**config.mk**
```make
export PLATFORM = sky130hd
export DESIGN_NAME = vga_sync_gen_flat
export DESIGN_NICKNAME = d
export VERILOG_FILES = /design/src/rtl/vga_sync_gen_if.sv /design/src/rtl/vga_sync_gen.sv /design/src/flat_wrapper.sv
export SDC_FILE = /design/constraint.sdc
export NUM_CORES = 1
export LEC_CHECK = 0
export BUFFER_PORTS_ARGS = -buffer_cell sky130_fd_sc_hd__buf_2
export CORE_MARGIN = 4
export CORE_UTILIZATION = 49
export DETAILED_ROUTE_END_ITERATION = 8
export PLACE_DENSITY = 0.79
export RECOVER_POWER = 100
export SLEW_MARGIN = 0
export SYNTH_ARGS = -nofsm -noshare
export SYNTH_HDL_FRONTEND = slang
export SYNTH_SLANG_ARGS = --single-unit
```
**constraint.sdc**
```tcl
create_clock -name clk -period 2.15 [get_ports clk]
set_input_delay 0.215 -clock clk [delete_from_list [all_inputs] [get_ports clk]]
set_output_delay 0.215 -clock clk [all_outputs]
set_load 0.05 [all_outputs]
```
**src/rtl/vga_sync_gen_if.sv**
```systemverilog
// vga_sync_gen_if
// Raster timing bundle produced by vga_sync_gen and consumed by the object
// renderers and the colour output stage.
//
// Signals (all driven by the generator, all registered):
//   hsp[9:0]     horizontal scan position
//   vsp[9:0]     vertical scan position
//   hsync        horizontal sync, active low
//   vsync        vertical sync, active low
//   video_on     (hsp,vsp) lies in the visible area
//   pix_tick     the rising edge that ends this clk advances the position
//   line_start   one-clk pulse after hsp wrapped to 0
//   frame_start  one-clk pulse after (hsp,vsp) wrapped to (0,0)
//
// Modports:
//   master - the timing generator (drives everything)
//   slave  - renderers / output stage (observe everything)
//
// Flow qualification: there is no back-pressure. A position is "presented"
// on every clk and is new on the clk after an edge that had pix_tick=1.
// Consumers may not stall the raster.
`timescale 1ns/1ps
interface vga_sync_gen_if;
    logic [9:0] hsp;
    logic [9:0] vsp;
    logic       hsync;
    logic       vsync;
    logic       video_on;
    logic       pix_tick;
    logic       line_start;
    logic       frame_start;

    modport master (
        output hsp, vsp, hsync, vsync, video_on, pix_tick, line_start, frame_start
    );

    modport slave (
        input hsp, vsp, hsync, vsync, video_on, pix_tick, line_start, frame_start
    );
endinterface

```
**src/rtl/vga_sync_gen.sv**
```systemverilog
// vga_sync_gen
// Raster timing generator for the 640x480 @ 60 Hz display path. Produces the
// scan position, active-low sync pins, the visible-area qualifier and
// line/frame start pulses. Single timing source for the frame.
//
// Ports:
//   clk    in   system clock
//   rst_n  in   synchronous, active-low reset
//   vga    master modport of vga_sync_gen_if (see that file for signals)
//
// Configuration:
//   VGA_SYNC_PIXEL_DIV_EN  defined   -> internal phase bit divides clk by 2,
//                                       position advances on every second clk
//                          undefined -> position advances on every clk,
//                                       clk is the pixel clock
//
// Geometry parameters default to 640x480 @ 60 Hz; totals must stay <= 1024
// so the 10-bit counters never overflow.
`timescale 1ns/1ps
module vga_sync_gen #(
    parameter int H_VIS  = 640,
    parameter int H_FP   = 16,
    parameter int H_SYNC = 96,
    parameter int H_BP   = 48,
    parameter int V_VIS  = 480,
    parameter int V_FP   = 10,
    parameter int V_SYNC = 2,
    parameter int V_BP   = 33
) (
    input  logic           clk,
    input  logic           rst_n,
    vga_sync_gen_if.master vga
);

    localparam int H_TOTAL = H_VIS + H_FP + H_SYNC + H_BP;
    localparam int V_TOTAL = V_VIS + V_FP + V_SYNC + V_BP;

    localparam logic [9:0] H_LAST     = 10'(H_TOTAL - 1);
    localparam logic [9:0] V_LAST     = 10'(V_TOTAL - 1);
    localparam logic [9:0] H_VIS_L    = 10'(H_VIS);
    localparam logic [9:0] V_VIS_L    = 10'(V_VIS);
    localparam logic [9:0] HS_FIRST   = 10'(H_VIS + H_FP);
    localparam logic [9:0] HS_LAST    = 10'(H_VIS + H_FP + H_SYNC - 1);
    localparam logic [9:0] VS_FIRST   = 10'(V_VIS + V_FP);
    localparam logic [9:0] VS_LAST    = 10'(V_VIS + V_FP + V_SYNC - 1);

    // Registered state; these drive the interface directly.
    logic [9:0] hsp_q;
    logic [9:0] vsp_q;
    logic       hsync_q;
    logic       vsync_q;
    logic       video_on_q;
    logic       pix_q;
    logic       line_q;
    logic       frame_q;

    // Next-state signals.
    logic [9:0] hsp_n;
    logic [9:0] vsp_n;
    logic       line_n;
    logic       frame_n;
    logic       adv;

`ifdef VGA_SYNC_PIXEL_DIV_EN
    // pix_q doubles as the divider phase: the edge that ends a clk with
    // phase=1 is the one that advances the position.
    assign adv = pix_q;
`else
    // clk is the pixel clock; every edge out of reset advances, so hsp reads
    // 0,1,2,... on consecutive clks starting with the last reset clk.
    assign adv = 1'b1;
`endif

    always_comb begin
        hsp_n   = hsp_q;
        vsp_n   = vsp_q;
        line_n  = 1'b0;
        frame_n = 1'b0;
        if (adv) begin
            if (hsp_q == H_LAST) begin
                hsp_n  = 10'd0;
                line_n = 1'b1;
                if (vsp_q == V_LAST) begin
                    vsp_n   = 10'd0;
                    frame_n = 1'b1;
                end else begin
                    vsp_n = vsp_q + 10'd1;
                end
            end else begin
                hsp_n = hsp_q + 10'd1;
            end
        end
    end

    // Decode is taken from the next-state counters so the registered sync and
    // blanking flags line up with the position registered on the same edge.
    always_ff @(posedge clk) begin
        if (!rst_n) begin
            hsp_q      <= 10'd0;
            vsp_q      <= 10'd0;
            hsync_q    <= 1'b1;
            vsync_q    <= 1'b1;
            video_on_q <= 1'b1;
            pix_q      <= 1'b0;
            line_q     <= 1'b0;
            frame_q    <= 1'b0;
        end else begin
            hsp_q      <= hsp_n;
            vsp_q      <= vsp_n;
            hsync_q    <= !((hsp_n >= HS_FIRST) && (hsp_n <= HS_LAST));
            vsync_q    <= !((vsp_n >= VS_FIRST) && (vsp_n <= VS_LAST));
            video_on_q <= (hsp_n < H_VIS_L) && (vsp_n < V_VIS_L);
            line_q     <= line_n;
            frame_q    <= frame_n;
`ifdef VGA_SYNC_PIXEL_DIV_EN
            pix_q      <= ~pix_q;
`else
            pix_q      <= 1'b1;
`endif
        end
    end

    assign vga.hsp         = hsp_q;
    assign vga.vsp         = vsp_q;
    assign vga.hsync       = hsync_q;
    assign vga.vsync       = vsync_q;
    assign vga.video_on    = video_on_q;
    assign vga.pix_tick    = pix_q;
    assign vga.line_start  = line_q;
    assign vga.frame_start = frame_q;

endmodule

```
**src/flat_wrapper.sv**
```systemverilog
// flat-port wrapper written by rule: the top's interface ports become plain ports
module vga_sync_gen_flat 
#(
    parameter int H_VIS  = 640,
    parameter int H_FP   = 16,
    parameter int H_SYNC = 96,
    parameter int H_BP   = 48,
    parameter int V_VIS  = 480,
    parameter int V_FP   = 10,
    parameter int V_SYNC = 2,
    parameter int V_BP   = 33
)
  (clk, rst_n, vga_hsp, vga_vsp, vga_hsync, vga_vsync, vga_video_on, vga_pix_tick, vga_line_start, vga_frame_start);
  vga_sync_gen_if vga_i ();
  input  logic clk;
  input  logic rst_n;
  output wire logic [$bits(vga_i.hsp)-1:0] vga_hsp;
  output wire logic [$bits(vga_i.vsp)-1:0] vga_vsp;
  output wire logic [$bits(vga_i.hsync)-1:0] vga_hsync;
  output wire logic [$bits(vga_i.vsync)-1:0] vga_vsync;
  output wire logic [$bits(vga_i.video_on)-1:0] vga_video_on;
  output wire logic [$bits(vga_i.pix_tick)-1:0] vga_pix_tick;
  output wire logic [$bits(vga_i.line_start)-1:0] vga_line_start;
  output wire logic [$bits(vga_i.frame_start)-1:0] vga_frame_start;
  assign vga_hsp = vga_i.hsp;
  assign vga_vsp = vga_i.vsp;
  assign vga_hsync = vga_i.hsync;
  assign vga_vsync = vga_i.vsync;
  assign vga_video_on = vga_i.video_on;
  assign vga_pix_tick = vga_i.pix_tick;
  assign vga_line_start = vga_i.line_start;
  assign vga_frame_start = vga_i.frame_start;
  vga_sync_gen #(.H_VIS(H_VIS), .H_FP(H_FP), .H_SYNC(H_SYNC), .H_BP(H_BP), .V_VIS(V_VIS), .V_FP(V_FP), .V_SYNC(V_SYNC), .V_BP(V_BP)) u_core (.clk(clk), .rst_n(rst_n), .vga(vga_i));
endmodule
```
==> results.cfg <==
[clocking]
cts_tree = built
clkSinkCount = 26
ctsHoldBuffers = 0
root_buffer = clkbuf_4
clk_path_buf_depth = 2
cts-resized-gates = 0
htreeDepth = 1
clkSlewWorstSetupHoldPaths_ps = 140
postCtsSetupBuffers = 0
worstSkewPairLatency_ps = 330
numCtsBuffers = 3

[logic_synthesis]
yosys.area_share.adder_pct = 3.509
synth_area_leaders = dfxtp_1, and2_1, ha_1, nand3_1, nand4_1
synth_top_cell_area_share_pct = 36.49
synth-seq-cells = 26
yosys.area_share.simple_pct = 32.98
ys.flop_type = dfxtp_1
yosys.area.top_type = dfxtp_1
synth_compound_area_share_pct = 14.74
synth_area_mm2 = 0.001426
ys_seq_area_share_pct = 36.49
async_flop_share_pct = 0
synth-edff-count = 0
yosysWarnings = 0
synthXorXnorAreaFrac_pct = 6.140
synthMuxAreaShare_pct = 1.404
syn_nets = 173
synth_top_family_by_area = simple AND/OR/NAND/NOR gates
synth.avg_cell_area_um2 = 8.541
netlist_instances = 167
synth.distinct_cells = 42

[place]
dp_hpwl_um = 2602
place_area_mm2 = 0.001613
placedCellCount = 222
gp_congestion = 0.8652
port_buffers = 27

[setup_path]
crit_slowest_cell = or4b_4
path_delay_family = simple AND/OR/NAND/NOR gates
arrival_ps = 2260
path_cells = or4b_4, or3_1, or3_1, xnor2_1, and2_1
rr_endpoint = u_core.vga.vsp[8]
critPathRequiredTime_ps = 2380
r2r_slack_ps = 120
slowest_delay_ps = 560
timing.rr.start = u_core.vga.hsp[7]
worst-path-max-fanout = 9
crit_top_cell = or3_1
worst-path-buf-inv = 0
worstRegToRegCells = 5
critical_path_class = reg -> reg
end_kind = register
start_kind = register

[layout]
postLayoutCellArea_mm2 = 0.001623
diodes = 0
final-instance-count-excl-fill = 226
syn_to_final_growth_pct = 13.77
fin_nets = 202
layout-drive-gt1-share_pct = 8.718

[timing]
fmaxAchievable_ghz = 0.4938
relSlewSlack_pct = 44.00
setup_viol = 0
skew_ps = 4.649
period_needed_ps = 2025
hold_viol = 0
tightest_slew_ps = 840.0
rsz0062_at_grt = no
finalCritPeriodShare_pct = 94.20
drv_slew = 0
fin_setup_tns_ps = 0

[route]
viasPerCell = 6.142
via_count = 1388
drt_iter0_markers = 72
avgRoutedWirePerCell_um = 15.57
finalWirelength_um = 3518
dr.pass1.iters = 4
route.detailed.drc = 0
antenna_left = 0

[pwr]
max-vdd-ir-drop_mv = 0.3527
total_power_w = 0.0008733
power_leakage_nw = 0.5870
power_density_mw_per_mm2 = 538.1

[outcome]
outcome = finished, final reports clean

[global_routing]
grt.total_usage_pct = 19.80
overflow = 0
grt_pass1_wl_um = 5706
grt_pass1_vias = 1288
grt_max_degree = 24
antenna_found_initial = 0

[die]
start_util_pct = 51.72
chipWidth_um = 61.96
fp.dieArea_mm2 = 0.003838
fp.dieH_um = 61.96
rows = 19
ios = 28
core_mm2 = 0.002758

[min_path]
hold_class = in -> reg
min_from = rst_n
worst_hold_path.endpoint = u_core.vga.pix_tick
hold_depth = 1

[flow_run]
max_cap_violations = 0
==> Yosys cell counts (2+ instances only) <==
library cell and n:
nand2_1 10, nor2b_1 5, or3_1 3, o21ai_0 6, a31oi_1 3, xor2_1 5, o21a_1 3, buf_2 2
nor4_1 4, ha_1 4, a21oi_1 4, and4_1 2, nor3_1 6, and3_1 4, nor4b_1 4, clkbuf_1 5
a21boi_0 2, mux2i_1 2, inv_1 6, nand3_1 10, o41ai_1 2, and2_1 10, o211a_1 3, xnor2_1 5
nand4_1 8, dfxtp_1 26, nor2_1 8
==> metal layers <==
metal | wire, um | track usage [%]
met1 | 1493 | 23.68
met2 | 1686 | 33.14
met3 | 251 | 2.893
met4 | 87 | 12.12
met5 | 0 | 0
==> how the worst max path moves through the flow <==
stage,start,to,slack [ps],cells past startpoint
2_1_floorplan,u_core.vga.hsp[7],u_core.vga.vsp[8],-80,7
3_3_place_gp,u_core.vga.hsp[7],u_core.vga.vsp[8],190,5
3_5_place_dp,u_core.vga.hsp[7],u_core.vga.vsp[8],150,5
4_1_cts,u_core.vga.hsp[7],u_core.vga.vsp[8],110,5
5_1_grt,u_core.vga.hsp[5],u_core.vga.video_on,10,6
6_report,u_core.vga.hsp[7],u_core.vga.vsp[8],120,5
==> registers in the layout, indices dropped and copies added (netlist names) <==
name and count:
u_core.vga.frame_start 1, u_core.vga.pix_tick 1, u_core.vga.line_start 1, u_core.vga.hsp 10
u_core.vga.vsync 1, u_core.vga.hsync 1, u_core.vga.video_on 1, u_core.vga.vsp 10
==> cells in the final DEF, fill, tap and decap left out, types with 3 or more instances in the layout <==
cell type / n
and2_0: 3
dfxtp_2: 4
dfxtp_1: 20
clkbuf_4: 3
nor4b_1: 4
xnor2_1: 5
nor2b_1: 5
ha_1: 4
o21ai_0: 6
nor2_1: 8
nor4_1: 4
inv_1: 6
or3_1: 4
nand4_1: 8
o21a_1: 3
nand3_1: 10
a31oi_1: 3
xor2_1: 5
nand2_1: 10
and2_1: 7
o211a_1: 3
a21oi_1: 4
clkbuf_1: 28
and3_1: 4
nor3_1: 6
buf_4: 5
==> worst register-to-register path, stage by stage (launching register included) <==
cell and delay [ps]:
dfxtp_4 400, or4b_4 560, or3_1 360, or3_1 340
xnor2_1 130, and2_1 150
==> stage by stage <==
stage                     setup WS, ps  hold slack [ps]  utilization (%)
after detailed placement         145.2            487.1            58.48
after global routing             13.73            460.7            58.85
after global placement           189.8            468.1            58.48
after floorplan                 -82.08            242.7                -
final                            124.8            425.5            58.85
after CTS                        114.3            174.5            60.39
==> area by class of cell <==
cell class	instances	area, um2
fill	266	1135
multi-input combinational	126	833.3
sequential	26	533.0
timing repair buffer	33	142.6
tap	31	38.79
clock inverter	1	30.03
clock buffer	3	22.52
inverter	6	22.52
==> report_power, final <==
group          leakage [nW]  switching, W  total (W)  internal (W)
combinational         0.345     0.0000329  0.0000415    0.00000862
sequential            0.214    0.00000907   0.000495      0.000486
clock                0.0279      0.000148   0.000337      0.000189
total                 0.587      0.000190   0.000873      0.000683
==> kinds of logic (layout without fill, tap and decap cells) <==
| kind of cell | Yosys count | in the layout |
|---|---|---|
| AOI/OAI and AO/OA | 30 | 30 |
| buffers and inverters | 15 | 43 |
| muxes | 2 | 2 |
| and+or+nand+nor | 80 | 80 |
| adders and majority gates | 4 | 4 |
| DFF | 26 | 26 |
| xor gates and xnor gates | 10 | 10 |
Power figures use the tool's default switching activity.
